[config.mk]
export PLATFORM = sky130hd
export DESIGN_NAME = mul_div_unit
export DESIGN_NICKNAME = d
export VERILOG_FILES = /design/src/rtl/md_pkg.sv /design/src/rtl/md_iter_datapath.sv /design/src/rtl/mul_div_unit.sv
export SDC_FILE = /design/constraint.sdc
export NUM_CORES = 1
export LEC_CHECK = 0
export ABC_CLOCK_PERIOD_IN_PS = 9190
export CAP_MARGIN = 20
export CELL_PAD_IN_SITES_DETAIL_PLACEMENT = 1
export CELL_PAD_IN_SITES_GLOBAL_PLACEMENT = 1
export CORE_MARGIN = 2
export CORE_UTILIZATION = 35
export CTS_CLUSTER_DIAMETER = 150
export CTS_CLUSTER_SIZE = 28
export DETAILED_ROUTE_END_ITERATION = 8
export HOLD_SLACK_MARGIN = 0.08
export PLACE_DENSITY = 0.64
export RECOVER_POWER = 25
export SLEW_MARGIN = 10
export SYNTH_ARGS = -nofsm -noshare
export SYNTH_HDL_FRONTEND = slang
export SYNTH_HIERARCHICAL = 1
export SYNTH_SLANG_ARGS = --single-unit
[constraint.sdc]
create_clock -name clk -period 9.19 [get_ports clk]
set_clock_uncertainty 0.05 [all_clocks]
set_input_delay 1.838 -clock clk [delete_from_list [all_inputs] [get_ports clk]]
set_output_delay 1.838 -clock clk [all_outputs]
set_load 0.005 [all_outputs]
[src/rtl/md_pkg.sv]
// Shared types and sign-control helpers for the iterative multiply/divide unit.
package md_pkg;

    typedef enum logic [2:0] {
        OP_MUL    = 3'b000,
        OP_MULH   = 3'b001,
        OP_MULHSU = 3'b010,
        OP_MULHU  = 3'b011,
        OP_DIV    = 3'b100,
        OP_DIVU   = 3'b101,
        OP_REM    = 3'b110,
        OP_REMU   = 3'b111
    } md_op_e;

    typedef enum logic [1:0] {
        IDLE = 2'd0,
        CALC = 2'd1,
        DONE = 2'd2
    } md_state_e;

    // Bit n set means funct3 value n treats that operand as two's complement.
    localparam logic [7:0] SIGNED_A_OPS = 8'h57;  // MUL MULH MULHSU DIV REM
    localparam logic [7:0] SIGNED_B_OPS = 8'h53;  // MUL MULH DIV REM

    function automatic logic op_signed_a(input md_op_e op);
        return SIGNED_A_OPS[op];
    endfunction

    function automatic logic op_signed_b(input md_op_e op);
        return SIGNED_B_OPS[op];
    endfunction

    function automatic logic is_div_op(input md_op_e op);
        return op[2];
    endfunction

    function automatic logic is_rem_op(input md_op_e op);
        return op[2] & op[1];
    endfunction

endpackage

[src/rtl/md_iter_datapath.sv]
// Radix-2 datapath: shift-add multiply or restoring divide, one bit per step.
module md_iter_datapath #(
    parameter int XLEN = 32
) (
    input  logic              clk,
    input  logic              rst_n,
    input  logic              load,
    input  logic              step,
    input  logic              is_div,
    input  logic [XLEN-1:0]   a_mag,
    input  logic [XLEN-1:0]   b_mag,
    output logic [2*XLEN-1:0] product,
    output logic [XLEN-1:0]   quotient,
    output logic [XLEN-1:0]   remainder
);

    // acc: product high half / partial remainder; shreg: multiplier / quotient bits.
    logic [XLEN-1:0] acc;
    logic [XLEN-1:0] shreg;
    logic [XLEN-1:0] operand;
    logic            div_mode;

    logic [XLEN:0]   sum;
    logic [XLEN:0]   shifted;
    logic [XLEN-1:0] diff;
    logic            ge;

    always_comb begin
        sum     = shreg[0] ? ({1'b0, acc} + {1'b0, operand}) : {1'b0, acc};
        shifted = {acc, shreg[XLEN-1]};
        ge      = shifted >= {1'b0, operand};
        diff    = shifted[XLEN-1:0] - operand;
    end

    always_ff @(posedge clk or negedge rst_n) begin
        if (!rst_n) begin
            acc      <= '0;
            shreg    <= '0;
            operand  <= '0;
            div_mode <= 1'b0;
        end else if (load) begin
            acc      <= '0;
            shreg    <= is_div ? a_mag : b_mag;
            operand  <= is_div ? b_mag : a_mag;
            div_mode <= is_div;
        end else if (step) begin
            if (div_mode) begin
                acc   <= ge ? diff : shifted[XLEN-1:0];
                shreg <= {shreg[XLEN-2:0], ge};
            end else begin
                acc   <= sum[XLEN:1];
                shreg <= {sum[0], shreg[XLEN-1:1]};
            end
        end
    end

    assign product   = {acc, shreg};
    assign quotient  = shreg;
    assign remainder = acc;

endmodule

[src/rtl/mul_div_unit.sv]
// Multi-cycle RV32M/RV64M multiply/divide unit with valid/ready on both sides.
module mul_div_unit
    import md_pkg::*;
#(
    parameter int XLEN      = 32,
    parameter bit EARLY_OUT = 1'b1
) (
    input  logic            clk,
    input  logic            rst_n,
    input  logic            flush,
    input  logic            in_valid,
    output logic            in_ready,
    input  logic [2:0]      in_op,
    input  logic [XLEN-1:0] in_a,
    input  logic [XLEN-1:0] in_b,
    output logic            out_valid,
    input  logic            out_ready,
    output logic [XLEN-1:0] out_result,
    output md_state_e       state
);

    // Handshake: a request is taken on a rising edge with in_valid && in_ready
    // && !flush; a result is handed off on a rising edge with out_valid &&
    // out_ready. in_ready is only high in IDLE and out_valid only in DONE.

    localparam int CW = $clog2(XLEN);
    localparam logic [XLEN-1:0] MIN_NEG = {1'b1, {(XLEN-1){1'b0}}};

    md_state_e       state_next;
    md_op_e          op_in, op_q;
    logic            sa_q, sb_q, bzero_q, last_step;
    logic [CW-1:0]   counter;
    logic            accept, sa_in, sb_in, b_zero, sgn_ovf, early, dp_step;
    logic [XLEN-1:0] a_mag, b_mag, early_result, final_result, quot_s, rem_s;
    logic [XLEN-1:0] quotient, remainder;
    logic [2*XLEN-1:0] product, prod_s;

    assign op_in = md_op_e'(in_op);

    always_comb begin
        in_ready  = (state == IDLE);
        out_valid = (state == DONE);
        accept    = in_valid && in_ready && !flush;
        dp_step   = (state == CALC) && !last_step;

        sa_in   = op_signed_a(op_in) && in_a[XLEN-1];
        sb_in   = op_signed_b(op_in) && in_b[XLEN-1];
        a_mag   = sa_in ? -in_a : in_a;
        b_mag   = sb_in ? -in_b : in_b;
        b_zero  = (in_b == '0);
        sgn_ovf = op_signed_b(op_in) && is_div_op(op_in) && (in_a == MIN_NEG) && (in_b == '1);
        early   = EARLY_OUT && is_div_op(op_in) && (b_zero || sgn_ovf);

        early_result = '0;
        if (b_zero) early_result = is_rem_op(op_in) ? in_a : '1;
        else        early_result = is_rem_op(op_in) ? '0 : in_a;

        // Divide-by-zero keeps the all-ones quotient regardless of dividend sign.
        prod_s = (sa_q ^ sb_q) ? -product : product;
        quot_s = ((sa_q ^ sb_q) && !bzero_q) ? -quotient : quotient;
        rem_s  = sa_q ? -remainder : remainder;

        final_result = rem_s;
        case (op_q)
            OP_MUL:                       final_result = prod_s[XLEN-1:0];
            OP_MULH, OP_MULHSU, OP_MULHU: final_result = prod_s[2*XLEN-1:XLEN];
            OP_DIV, OP_DIVU:              final_result = quot_s;
            default:                      final_result = rem_s;
        endcase
    end

    always_comb begin
        state_next = state;
        case (state)
            IDLE:    if (accept) state_next = early ? DONE : CALC;
            CALC:    if (last_step) state_next = DONE;
            DONE:    if (out_ready) state_next = IDLE;
            default: state_next = IDLE;
        endcase
        if (flush) state_next = IDLE;
    end

    always_ff @(posedge clk or negedge rst_n) begin
        if (!rst_n) state <= IDLE;
        else        state <= state_next;
    end

    always_ff @(posedge clk or negedge rst_n) begin
        if (!rst_n) begin
            op_q       <= OP_MUL;
            sa_q       <= 1'b0;
            sb_q       <= 1'b0;
            bzero_q    <= 1'b0;
            counter    <= '0;
            last_step  <= 1'b0;
            out_result <= '0;
        end else if (accept) begin
            op_q      <= op_in;
            sa_q      <= sa_in;
            sb_q      <= sb_in;
            bzero_q   <= b_zero;
            counter   <= CW'(XLEN - 1);
            last_step <= 1'b0;
            if (early) out_result <= early_result;
        end else if (dp_step) begin
            if (counter == '0) last_step <= 1'b1;
            else               counter   <= counter - 1'b1;
        end else if ((state == CALC) && last_step && !flush) begin
            out_result <= final_result;
        end
    end

    md_iter_datapath #(.XLEN(XLEN)) u_datapath (
        .clk       (clk),
        .rst_n     (rst_n),
        .load      (accept),
        .step      (dp_step),
        .is_div    (is_div_op(op_in)),
        .a_mag     (a_mag),
        .b_mag     (b_mag),
        .product   (product),
        .quotient  (quotient),
        .remainder (remainder)
    );

endmodule

# Yosys cells after proc, flatten, opt, wreduce, memory -nomap -nowiden
# Memories as Yosys holds them, arrays and structs flattened.
# Index checks and enable logic that the tools add are counted.
# totals
regBits,143
latchBits,0
ramBits,0
rom_bits,16
inputBits,72
elab_cells,107
n_memories,2
# classes
add_sub_neg,8
mul,0
div_mod_pow,0
magnitude_cmp,2
n_eq_ne,15
n_shift,0
muxes,37
bitwise_logic,2
reduce_logical,29
# memory_table
name,words,word_bits,rd,rd_clocked_by_memory_dff,wr,line_no,source
(no name shown),8,1,1,0,0,md_pkg.sv:30,return SIGNED_B_OPS[op];
(no name shown),8,1,1,0,0,md_pkg.sv:26,return SIGNED_A_OPS[op];
# ops
cell,count
$mux W32,20
$neg A32 Y32,4
$pmux W32 S3,1
$eq A32 B32 Y1 const B,2
$mux W64,1
$neg A64 Y64,1
$add A32 B32 Y33,1
$ge A33 B32 Y1,1
$mux W33,1
$logic_not A32 Y1,1
$sub A32 B32 Y32,1
$mux W5,3
$logic_and A1 B1 Y1,12
$mux W2,5
$eq A3 B2 Y1 const B,2
$eq A3 B3 Y1 const B,2
$ne A3 B2 Y1 const B,2
$pmux W2 S3,1
$reduce_and A3 Y1,2
$reduce_bool A2 Y1,3
$logic_not A5 Y1,1
$mux W1,5
$sub A5 B1 Y5 const B,1
$lt A3 B4 Y1 const B,1
other kinds (15),19

# Depth between registers and ports, before layout
# logic_depth
depth_word,11
mapped_depth,13

# Hierarchy
# Netlist, hierarchy kept.
# modules_own_cells
mod,instances,cells_each,area_each_um2
md_iter_datapath,1,1197,9854.5
mul_div_unit,1,1051,7651.1

# Least setup slack after synthesis
# OpenSTA, ideal clock, no wires.
# synth_timing
path_kind,input -> register
start,in in_a[10]
end,reg out_result[9]
setup_time_ps,126
t_arrival_ps,3909
slack_ps,5105
cell_stages,7
path_buffers,1
cell_sequence,or4_1 > nor4_4 > nand3b_1 > o41ai_2 > a31oi_1 > buf_2 > a221o_1
# synth_via
elab_chain_cells,7
# synth_lines
element,line_no,source
"start, declared",mul_div_unit.sv:14,"input logic [XLEN-1:0] in_a,"
$eq A32 B32 Y1,mul_div_unit.sv:51,sgn_ovf = op_signed_b(op_in) && is_div_op(op_in) && (in_a == MIN_NEG) && (in_b == '1);
$logic_and A1 B1 Y1 (2 in a row),mul_div_unit.sv:51,
$logic_or A1 B1 Y1,mul_div_unit.sv:52,early = EARLY_OUT && is_div_op(op_in) && (b_zero || sgn_ovf);
$logic_and A1 B1 Y1,mul_div_unit.sv:52,
$ne A2 B1 Y1 (no source line),n/a,
$reduce_and A3 Y1 (no source line),n/a,
"end signal, assigned",mul_div_unit.sv:104,if (early) out_result <= early_result;
"end signal, assigned",mul_div_unit.sv:109,out_result <= final_result;
"end, declared",mul_div_unit.sv:18,"output logic [XLEN-1:0] out_result,"
# No other way between the ends.
# A chain may end at the register's enable or synchronous reset.

==> run summary <==
FFs w/ async S/R, synth - 100%
Avg WL per Cell - 28.4 um
Synth area leader - dfrtp_1
Synth Cell Area - 17500 um^2
ANT nets after route - 0
Mapped Cells - 2248
synth warn - 6
initial antenna violation count - 0
most instantiated cells after synthesis - 203 x a21oi_1, 183 x nor2_1, 160 x nand2_1
FMAX - 165 MHz
synth-to-layout area growth - 10.6%
Core Box Area - 49200 um^2
cts hold-fix bufs - 0
Rows - 81
Final min period - 6070 ps
setup TNS - 0 ps
H-Tree Depth - 4
Setup Buffers After CTS - 0
first-pass GRT wire length - 122 mm
critical path type - in -> async
fill count - 5956
outcome - finished with violations
total length of routed wires - 82.5 mm
Fin. Hold Viols - 0
DR vias - 18719
vias per inst - 6.45
Post-DP Area - 18700 um^2
critical path launch point type - input pin
syn avg cell area - 7.79 um^2
Die Area - 51800 um^2
# Max-Cap Violations - 2
DPL Wire Length - 63.4 mm
crit path capture type - asynchronous set/reset pin
Worst Max-Slew Pin Slew - 4820 ps
RSZ-0062 raised after global routing - no
crit share post-route - 66.0%
setup slack at placement - 3570 ps
DRC - 0
Clock transition at path regs - 70 ps
Synth Register Bits - 143
global route total overflow - 0
PostCTS Resize Cnt - 0
delay-heaviest family, CP - buffers and inverters
HP Class - reg -> reg
CP max stage delay - 3300 ps
most common cell in the netlist - a21oi_1
Initial Util - 35.6%
final instance area - 19400 um^2
Max VDD drop - 162 uV
largest net degree at the start of global routing - 89
nets - 2368
Synth top area share - 20.4%
CTS sink cnt - 143
CTS tree - yes
# setup viols final - 0
cts bufs inserted - 17
ys flop type - dfrtp_1
CP max FO - 80
num ports - 108
WP data arrival - 6440 ps
failing checks - max-capacitance violations, max-slew violations
Clock Latency Late Sink - 480 ps
GRT Total Usage - 31.8%
Final Worst Setup Slack - 3120 ps
leak pwr - 7.63 nW
layout cells sized above 1 - 6.53%
PwrDens - 332 nW/um^2
Clock Path Buffers - 2
Placer Congestion - 0.956
Root Buffer - clkbuf_16
I/O Buffers - 107
DRT Pass-1 Iters - 8
Required @ worst endpoint - 9570 ps
Initial DRC Count - 1791
vias in the first global route - 18373
EDFF count, synth - 0
Synth Net Count - 2394
Slew headroom - -222%
DIE WIDTH - 228 um
Slowest cell on crit path - clkbuf_1
synth top area cells - dfrtp_1 20%, mux2i_1 7.0%, a21oi_1 5.8%, xnor2_1 5.8%, ha_1 5.1%
worst path cell trace - clkbuf_1, buf_4
Netlist cell types - 97
Critical path buffers and inverters - 2
Die Y - 228 um
sequential share of the synthesized area - 20.4%
Slew Limit Fails - 107
## routing by layer
layer / up-vias / wire, um / global-route usage, % / part of all wire (%)
met5: - / 0 / 0 / 0
met4: 0 / 3280 / 12.4 / 4.0
met3: 125 / 5000 / 4.47 / 6.1
met2: 685 / 35900 / 47.8 / 44
met1: 9554 / 38300 / 45.6 / 46
li1: 8355 / - / - / -
## worst register-to-register path: stages (launching register included)
cell and delay, ps:
dfrtp_1 800, ha_1 290, inv_1 60, fa_1 390
nor2b_1 190, o211ai_1 210, a211oi_1 440, nor3b_2 170
a311oi_1 720, a211o_1 200, a31oi_1 80, a2111oi_0 500
o31ai_1 120
## flip-flops by register name (all words and copies together), names as in the netlist
register	count
u_datapath/operand	32
u_datapath/div_mode	1
counter	5
bzero_q	1
last_step	1
u_datapath/quotient	32
state	2
u_datapath/remainder	32
out_result	32
sb_q	1
sa_q	1
op_q	3
## report_power, final
group	total, W	switching, W	internal, W
Clock	0.000749	0.000358	0.000391
Sequential	0.00152	0.000669	0.000847
Combinational	0.00417	0.00252	0.00165
Total	0.00643	0.00355	0.00288
## layout make-up
class                   count  area (um^2)  area share [%]
diodes                      1         2.50          0.0129
clock buffers              18          439            2.27
clock inverters            14          146           0.756
inverters                  82          310            1.60
multi-input cells        1826        12600            65.3
flip-flops and latches    143         3580            18.5
well taps                 664          831            4.29
repair buffers            152         1410            7.30
## kinds of logic after synthesis
group                      share of synthesized area (%)
AOI/OAI and AO/OA                                   29.5
and+or+nand+nor                                     19.1
buffers and inverters                               7.65
xor gates and xnor gates                            10.5
DFF                                                 20.4
muxes                                               7.36
adders and majority gates                           5.37
## through the flow
step	hold WS (ps)	power, W	util, %	cells
after detailed placement	432	0.00558	38.1	2865
after CTS	453	0.00635	39.3	2897
final	444	0.00643	39.4	2900
after floorplan	420	0.00423	-	2248
after global routing	476	0.00685	39.4	2899
after global placement	427	0.00548	38.1	2865
## placed cells by master (no fill, tap or decap), types with 30 or more instances in the layout
cell type        instances
o211ai_1                53
clkdlybuf4s50_1        105
inv_1                   79
ha_1                    72
nor2_1                 181
nor3_1                  63
xnor2_1                114
a211oi_1                65
a31oi_1                 30
nand3_1                 30
dfrtp_1                142
o31ai_1                 45
o21ai_0                108
nand2_1                160
buf_4                   43
mux2i_1                122
xor2_1                  94
nand4_1                 30
a21oi_1                203
nor4_1                  36
a21o_1                  35
## final timing paths
path	from	end	slack, ps	depth (start not counted)
worst max-delay path	rst_n	u_datapath/div_mode	3120	2
worst min-delay path	out_result[6]	out_result[6]	440	2
worst max register to register	u_datapath/remainder[0]	u_datapath/remainder[27]	4830	12
worst min register to register	out_result[6]	out_result[6]	440	2
max in group clk	flush	out_result[6]	3620	9
min in group asynchronous	rst_n	counter[4]	3020	1
(Power assumes the default switching activity.)
